==> config.mk <==
export PLATFORM = sky130hd
export DESIGN_NAME = fb_cmd_ctrl
export DESIGN_NICKNAME = d
export VERILOG_FILES = /design/src/rtl/fb_cmd_ctrl.sv
export SDC_FILE = /design/constraint.sdc
export NUM_CORES = 1
export LEC_CHECK = 0
export CORE_AREA = 10 10 135 137
export DETAILED_ROUTE_END_ITERATION = 12
export DIE_AREA = 0 0 145 147
export PLACE_DENSITY = 0.54
export SETUP_SLACK_MARGIN = 0.4
export SLEW_MARGIN = 20
export SYNTH_ARGS = -nofsm -noshare
export SYNTH_HDL_FRONTEND = slang
export SYNTH_SLANG_ARGS = --single-unit
==> constraint.sdc <==
create_clock -name clk -period 2.1 [get_ports clk]
set_input_delay 0.21 -clock clk [delete_from_list [all_inputs] [get_ports clk]]
set_output_delay 0.21 -clock clk [all_outputs]
set_load 0.02 [all_outputs]
==> src/rtl/fb_cmd_ctrl.sv <==
// fb_cmd_ctrl: parses UART command packets into back-buffer row writes, fills and clears,
// and swaps the displayed buffer only at a frame boundary. Define FB_CMD_CHECKSUM_EN for trailing XOR checksums.
module fb_cmd_ctrl #(
  parameter int         FB_DEPTH       = 8,
  parameter int         WORD_BYTES     = 4,
  parameter int         TIMEOUT_CYCLES = 1000,
  parameter logic [7:0] SYNC_BYTE      = 8'hA5
) (
  input  logic                        clk,
  input  logic                        reset,
  input  logic                        rx_dv,
  input  logic [7:0]                  rx_byte,
  input  logic                        frame_start,
  output logic                        fb_we,
  output logic [$clog2(FB_DEPTH)-1:0] fb_waddr,
  output logic [8*WORD_BYTES-1:0]     fb_wdata,
  output logic                        fb_wbuf,
  output logic                        disp_buf,
  output logic                        busy,
  output logic                        err,
  output logic                        swap_done
);

  localparam int FB_WIDTH = 8 * WORD_BYTES;
  localparam int AW       = $clog2(FB_DEPTH);
  localparam int CW       = $clog2(WORD_BYTES) + 1;
  localparam int TW       = $clog2(TIMEOUT_CYCLES + 1);

  typedef enum logic [2:0] {
    ST_IDLE   = 3'd0,
    ST_HDR    = 3'd1,
    ST_DATA   = 3'd2,
    ST_COMMIT = 3'd3,
    ST_FILL   = 3'd4
`ifdef FB_CMD_CHECKSUM_EN
    , ST_CSUM = 3'd5
`endif
  } state_e;

  state_e                state_q, state_d;
  logic [AW-1:0]         row_q, row_d;
  logic                  op_fill_q, op_fill_d;
  logic [CW-1:0]         cnt_q, cnt_d;
  logic [FB_WIDTH-1:0]   shadow_q, shadow_d;
  logic [7:0]            csum_q, csum_d;
  logic [TW-1:0]         tmo_q, tmo_d;
  logic                  swap_pending_q, swap_pending_d;
  logic                  disp_buf_q, disp_buf_d;
  logic                  fb_we_q, fb_we_d;
  logic [AW-1:0]         fb_waddr_q, fb_waddr_d;
  logic [FB_WIDTH-1:0]   fb_wdata_q, fb_wdata_d;
  logic                  err_q, err_d;
  logic                  swap_done_q, swap_done_d;

  logic dv_s;
  logic counting_s;
  logic timed_out_s;
  logic last_byte_s;
  logic go_s;

  // Next-state, datapath and output decode
  always_comb begin
    state_d        = state_q;
    row_d          = row_q;
    op_fill_d      = op_fill_q;
    cnt_d          = cnt_q;
    shadow_d       = shadow_q;
    csum_d         = csum_q;
    swap_pending_d = swap_pending_q;
    disp_buf_d     = disp_buf_q;
    fb_we_d        = 1'b0;
    fb_waddr_d     = fb_waddr_q;
    fb_wdata_d     = fb_wdata_q;
    err_d          = 1'b0;
    swap_done_d    = 1'b0;
    go_s           = 1'b0;

    // Bytes arriving while a swap waits for its frame boundary are refused.
    dv_s = rx_dv & ~swap_pending_q;
    if (rx_dv && swap_pending_q) begin
      err_d = 1'b1;
    end else begin
      err_d = 1'b0;
    end

`ifdef FB_CMD_CHECKSUM_EN
    counting_s = (state_q == ST_HDR) || (state_q == ST_DATA) || (state_q == ST_CSUM);
`else
    counting_s = (state_q == ST_HDR) || (state_q == ST_DATA);
`endif
    if (rx_dv || !counting_s) begin
      tmo_d = '0;
    end else begin
      tmo_d = tmo_q + TW'(1);
    end
    timed_out_s = counting_s && !rx_dv && (tmo_q == TW'(TIMEOUT_CYCLES - 1));

    if (op_fill_q) begin
      last_byte_s = (cnt_q == CW'(0));
    end else begin
      last_byte_s = (cnt_q == CW'(WORD_BYTES - 1));
    end

    if (swap_pending_q && frame_start) begin
      disp_buf_d     = ~disp_buf_q;
      swap_done_d    = 1'b1;
      swap_pending_d = 1'b0;
    end else begin
      swap_done_d    = 1'b0;
    end

    if (timed_out_s) begin
      err_d   = 1'b1;
      state_d = ST_IDLE;
    end else begin
      case (state_q)
        ST_IDLE: begin
          if (dv_s && (rx_byte == SYNC_BYTE)) begin
            state_d = ST_HDR;
          end else begin
            state_d = ST_IDLE;
          end
        end
        ST_HDR: begin
          if (dv_s) begin
            csum_d = rx_byte;
            cnt_d  = '0;
            case (rx_byte[7:5])
              3'd0: begin
                if (int'(rx_byte[3:0]) >= FB_DEPTH) begin
                  err_d   = 1'b1;
                  state_d = ST_IDLE;
                end else begin
                  row_d     = AW'(rx_byte[3:0]);
                  op_fill_d = 1'b0;
                  state_d   = ST_DATA;
                end
              end
              3'd1: begin
                op_fill_d = 1'b1;
                state_d   = ST_DATA;
              end
              3'd2: begin
                swap_pending_d = 1'b1;
                state_d        = ST_IDLE;
              end
              3'd3: begin
                state_d    = ST_FILL;
                fb_we_d    = 1'b1;
                fb_waddr_d = '0;
                fb_wdata_d = '0;
              end
              default: begin
                err_d   = 1'b1;
                state_d = ST_IDLE;
              end
            endcase
          end else begin
            state_d = ST_HDR;
          end
        end
        ST_DATA: begin
          if (dv_s) begin
            shadow_d = {shadow_q[FB_WIDTH-9:0], rx_byte};
            csum_d   = csum_q ^ rx_byte;
            cnt_d    = cnt_q + CW'(1);
            if (last_byte_s) begin
`ifdef FB_CMD_CHECKSUM_EN
              state_d = ST_CSUM;
`else
              go_s    = 1'b1;
`endif
            end else begin
              state_d = ST_DATA;
            end
          end else begin
            state_d = ST_DATA;
          end
        end
`ifdef FB_CMD_CHECKSUM_EN
        ST_CSUM: begin
          if (dv_s) begin
            if (rx_byte == csum_q) begin
              go_s = 1'b1;
            end else begin
              err_d   = 1'b1;
              state_d = ST_IDLE;
            end
          end else begin
            state_d = ST_CSUM;
          end
        end
`endif
        ST_COMMIT: begin
          err_d   = err_d | rx_dv;
          state_d = ST_IDLE;
        end
        ST_FILL: begin
          err_d = err_d | rx_dv;
          if (fb_waddr_q == AW'(FB_DEPTH - 1)) begin
            state_d = ST_IDLE;
          end else begin
            fb_we_d    = 1'b1;
            fb_waddr_d = fb_waddr_q + AW'(1);
          end
        end
        default: begin
          state_d = ST_IDLE;
        end
      endcase
    end

    // Launch the row commit or the whole-buffer fill the cycle after the final accepted byte.
    if (go_s) begin
      fb_we_d = 1'b1;
      if (op_fill_q) begin
        state_d    = ST_FILL;
        fb_waddr_d = '0;
        fb_wdata_d = {WORD_BYTES{shadow_d[7:0]}};
      end else begin
        state_d    = ST_COMMIT;
        fb_waddr_d = row_q;
        fb_wdata_d = shadow_d;
      end
    end else begin
      fb_wdata_d = fb_wdata_d;
    end
  end

  // State and output registers
  always_ff @(posedge clk or negedge reset) begin
    if (!reset) begin
      state_q        <= ST_IDLE;
      row_q          <= '0;
      op_fill_q      <= 1'b0;
      cnt_q          <= '0;
      shadow_q       <= '0;
      csum_q         <= 8'h00;
      tmo_q          <= '0;
      swap_pending_q <= 1'b0;
      disp_buf_q     <= 1'b0;
      fb_we_q        <= 1'b0;
      fb_waddr_q     <= '0;
      fb_wdata_q     <= '0;
      err_q          <= 1'b0;
      swap_done_q    <= 1'b0;
    end else begin
      state_q        <= state_d;
      row_q          <= row_d;
      op_fill_q      <= op_fill_d;
      cnt_q          <= cnt_d;
      shadow_q       <= shadow_d;
      csum_q         <= csum_d;
      tmo_q          <= tmo_d;
      swap_pending_q <= swap_pending_d;
      disp_buf_q     <= disp_buf_d;
      fb_we_q        <= fb_we_d;
      fb_waddr_q     <= fb_waddr_d;
      fb_wdata_q     <= fb_wdata_d;
      err_q          <= err_d;
      swap_done_q    <= swap_done_d;
    end
  end

  assign fb_we     = fb_we_q;
  assign fb_waddr  = fb_waddr_q;
  assign fb_wdata  = fb_wdata_q;
  assign disp_buf  = disp_buf_q;
  assign fb_wbuf   = ~disp_buf_q;
  assign busy      = (state_q != ST_IDLE) || swap_pending_q;
  assign err       = err_q;
  assign swap_done = swap_done_q;

endmodule

==> results.md <==
- The CTS H-tree depth is 3.
- For this run, the leading register cell type out of synthesis is sky130_fd_sc_hd__dfrtp_1.
- The power per cell area is 930 nW/um2.
- The nature of the critical path startpoint is a register.
- The initialized floorplan defines 46 standard-cell rows.
- The core outline area is 15600 um2.
- The run finished with clean final reports.
- Setup repair after global routing could not meet its margin everywhere.
- The count of buffering cells on the critical path with inverters included is 5.
- Static timing analysis puts the maximum clock frequency at approximately 0.51 GHz.
- In this run, CTS created clock tree buffers numbering 9.
- At the placement stage, the worst setup path has a slack of -130 ps.
- The final max-slew violation count is 0.
- Using the TritonRoute via totals, the vias-per-cell ratio works out to 4.93.
- The post-detailed-route DRC marker count is 0.
- The post-layout worst setup margin is 157 ps.
- The non-filler instance count after layout is 677.
- The die outline area is 21300 um2.
- For this block, the routed nets add up to 11900 um of wire.
- Measured along the y axis, the die boundary spans 147 um.
- The total iterations of the first detailed-routing run is 4.
- In the final design database the tool counted 475 nets.
- Summed over all failing endpoints, the final setup total negative slack is 0 ps.
- The clock net in this run drives a total of 92 sinks.
- IR analysis of the VDD net gives a maximum drop of 0.000403 V.
- The total routing usage reported by global routing is 0.109.
- The path category of the worst min-delay check is in2async.
- The initial utilization of the core area, before any placement, comes to 0.275.
- The final count of hold timing violations is 0.
- The initial antenna violation count came to 0.
- The sequential share of the synthesized area is 0.536.
- The fraction of registers with async set or reset after synthesis is 1.00.
- The commonest cells after synthesis are sky130_fd_sc_hd__dfrtp_1 (92), sky130_fd_sc_hd__and3_1 (26), sky130_fd_sc_hd__a211o_1 (25).
- By area the synthesized netlist is led by sky130_fd_sc_hd__dfrtp_1 (54%), sky130_fd_sc_hd__a211o_1 (5.1%), sky130_fd_sc_hd__a32o_1 (4.2%).
- The share of layout cells above drive strength 1 is 0.280.
- Routability-driven placement finished with a final weighted congestion of 0.780.
- In this run the clock root is driven by a sky130_fd_sc_hd__clkbuf_16.
- The critical path in this run is classified as reg2reg.
- The number of enable-type register cells in the synthesized netlist is 0.
- Summing all placed instances gives a cell area of between 5000 and 6000 um2.
- In this run the static leakage power is 0.00311 uW.
- The worst-case register-to-register setup slack is 160 ps.
- Setup violations remaining at the end of the flow were counted as 0.
- Traced cell by cell, the critical path runs through buf_12 -> nor3b_4 -> buf_6 -> o211a_4 -> buf_6 -> nor2_4 -> buf_6 -> clkbuf_16 -> a32o_1.
- Synthesis instantiated 52 different standard cells from the library.
- Clock-pin slew was measured on the worst setup and hold paths at 70 ps.
- The synthesized area per cell is 11.8 um2.
- The total congestion overflow after global routing is 0.
- Along the worst path, the maximum fanout reaches 8.
- In the finished design, the share of the clock period the worst path needs comes to 0.925.
- The depth of the worst register-to-register path is 9.
- The via count of the first global-routing pass is 3446.
- The floorplan step set the die width to 145 um.
- The detailed-placement wirelength estimate is 7460 um.
- The kind of end point of the critical path is a register.
- The buffer depth of the longest clock path is 2.
- The clock network latency to the later pin of the worst-skew pair is 340 ps.
- After routing the design area is just over 6000 um2.
- The share of synthesized area in the top cell type comes to 0.536.
- After synthesis the cells add up to about 4300 um2.
- The number of antenna diodes is 0.
- The data required time of the worst path is 2330 ps.
- The reg-to-reg endpoint is fb_wdata[25].
- Counting tap cells, the placed design contains a total of roughly 630 instances.
- Once detail routing completed, the nets flagged for antenna violations numbered 0.
- During I/O placement, the number of pins put on the boundary was 53.
- Entering global routing, the biggest net connects 93 pins.
- In this design, the critical path's most frequently occurring cell is sky130_fd_sc_hd__buf_6.
- The synthesized design spends more area on one cell type than any other, namely sky130_fd_sc_hd__dfrtp_1.
- For the pin with the worst max-slew slack, the measured transition is 502 ps.
- The violation count after the first detailed-routing iteration is 307.
- The total of max-cap violations is 0.
- The most critical setup path has its startpoint at swap_pending_q.
- Counting I/O delays and the setup requirement, the final critical path takes 1940 ps.
- In this run the critical register-to-register path is launched from swap_pending_q.
- In the final routed layout, each cell accounts on average for 17.6 um.
- The number of instances in the synthesized netlist is approximately 360.
- The first global-routing pass estimated 18900 um of wire.
- The critical path's largest stage delay is 430 ps.
- The area added between synthesis and finish is 41.3%.
- The cell with the largest stage delay on the worst path is sky130_fd_sc_hd__dfrtp_2.
- The detailed router placed 3339 vias in this run.
- The total nets after synthesis is roughly 380.
- The number of fill cells in the layout is about 1500.
- Broken down by cell family, the worst path's largest delay share belongs to buffers and inverters.
- The count of yosys warnings during synthesis is 0.
- The most common cell in the synthesized netlist is sky130_fd_sc_hd__dfrtp_1.
- Headroom to the max-slew limit came out at 0.665.
- Between clock sinks in the finished design, the worst skew comes to 13.2 ps.
- The count of buffers added on input and output ports is 52.
- Data arrives at the worst endpoint at 2170 ps.
- TritonCTS built the clock tree.
- The total of flip-flops plus latches after synthesis is 92.
-- kinds of logic after synthesis --
family / after synthesis / synth area share
AO/OA/AOI/OAI: 110 / 0.209
AND/OR/NAND/NOR: 96 / 0.140
flip-flops: 92 / 0.536
buffers and inverters: 38 / 0.0446
multiplexers: 14 / 0.0367
XOR/XNOR: 8 / 0.0163
adder cells (fa/ha/maj): 6 / 0.0175
-- where the power goes --
| group | total (uW) | switching [uW] | leakage (uW) | internal (uW) |
|---|---|---|---|---|
| registers | 2270 | 209 | 0.00124 | 2060 |
| logic | 1850 | 893 | 0.00173 | 955 |
| clock network | 1520 | 688 | 0.000139 | 833 |
-- layout by cell type, fill, tap and decap left out, types with 3 or more instances in the layout --
master | synthesis | final
sky130_fd_sc_hd__a211o_1 | 25 | 25
sky130_fd_sc_hd__a32o_1 | 18 | 18
sky130_fd_sc_hd__a21o_1 | 24 | 24
sky130_fd_sc_hd__nand2_1 | 13 | 12
sky130_fd_sc_hd__a22o_1 | 15 | 15
sky130_fd_sc_hd__ha_1 | 6 | 3
sky130_fd_sc_hd__nand2b_1 | 7 | 7
sky130_fd_sc_hd__xnor2_1 | 3 | 3
sky130_fd_sc_hd__mux2_2 | 10 | 9
sky130_fd_sc_hd__buf_12 | 0 | 6
sky130_fd_sc_hd__o21ai_0 | 9 | 5
sky130_fd_sc_hd__buf_6 | 5 | 16
sky130_fd_sc_hd__dfrtp_1 | 92 | 89
sky130_fd_sc_hd__mux2i_1 | 3 | 3
sky130_fd_sc_hd__inv_1 | 11 | 11
sky130_fd_sc_hd__o21ai_1 | 0 | 3
sky130_fd_sc_hd__nor2_1 | 16 | 14
sky130_fd_sc_hd__clkbuf_16 | 0 | 11
sky130_fd_sc_hd__and3_4 | 0 | 11
sky130_fd_sc_hd__clkdlybuf4s50_1 | 0 | 49
sky130_fd_sc_hd__and3_1 | 26 | 15
sky130_fd_sc_hd__xor2_1 | 5 | 4
sky130_fd_sc_hd__or3b_2 | 3 | 3
sky130_fd_sc_hd__a21oi_1 | 6 | 4
sky130_fd_sc_hd__ha_2 | 0 | 3
sky130_fd_sc_hd__buf_16 | 0 | 5
sky130_fd_sc_hd__nand3_1 | 8 | 7
sky130_fd_sc_hd__dfrtp_2 | 0 | 3
sky130_fd_sc_hd__buf_4 | 1 | 29
sky130_fd_sc_hd__or4b_4 | 1 | 3
-- layout make-up --
| cell class | instances | area [um2] | share of cell area |
|---|---|---|---|
| Clock inverter | 5 | 36.3 | 0.00598 |
| Inverter | 11 | 41.3 | 0.00680 |
| Timing Repair Buffer | 109 | 1210 | 0.200 |
| Sequential cell | 92 | 2310 | 0.380 |
| Multi-Input combinational cell | 234 | 1960 | 0.323 |
| Tap cell | 216 | 270 | 0.0445 |
| Clock buffer | 10 | 239 | 0.0394 |
-- what timing repair did --
item	in CTS	in global routing
hold buffers	1	0
cloned	5	2
pin swaps	9	11
resized for setup	29	37
setup endpoints to repair	44	67
hold endpoints to repair	92	0
buffers inserted	19	7
-- tightest hold or removal path: stages --
cell	delay [ps]
sky130_fd_sc_hd__dlygate4sd3_1	530
sky130_fd_sc_hd__buf_4	110
sky130_fd_sc_hd__buf_12	370
-- state kept, by name, summed over array words and instances, names as in the netlist --
| signal | flops |
|---|---|
| fb_wdata | 32 |
| shadow_q | 32 |
| tmo_q | 10 |
| cnt_q | 3 |
| fb_waddr | 3 |
| row_q | 3 |
| state_q | 3 |
| disp_buf | 1 |
| err | 1 |
| fb_we | 1 |
| op_fill_q | 1 |
| swap_done | 1 |
| swap_pending_q | 1 |
-- per-stage QoR --
stage                     power, uW   util  hold slack [ps]
after floorplan                3260      -            -85.6
after global placement         3820  0.332              294
after detailed placement       3860  0.332              299
after CTS                      5580  0.373              447
after global routing           5970  0.389              467
final                          5640  0.389              440
-- routing by layer --
| layer | vias to the layer above | GRT usage | wire length [um] |
|---|---|---|---|
| met5 | - | 0 | 0 |
| met4 | 0 | 0.0409 | 185 |
| met3 | 11 | 0.0316 | 684 |
| met2 | 85 | 0.165 | 5460 |
| met1 | 1693 | 0.144 | 5560 |
| li1 | 1550 | - | - |
-- how the worst max path moves through the flow --
| stage | to | slack, ps | depth (start not counted) |
|---|---|---|---|
| after floorplan | fb_waddr[0] | 150 | 7 |
| after global placement | row_q[0] | -100 | 5 |
| after detailed placement | row_q[0] | -130 | 5 |
| after CTS | fb_wdata[12] | 160 | 9 |
| after global routing | fb_wdata[14] | 80 | 9 |
| final | fb_wdata[25] | 160 | 9 |
No activity file was read; power rests on OpenSTA's default activity.
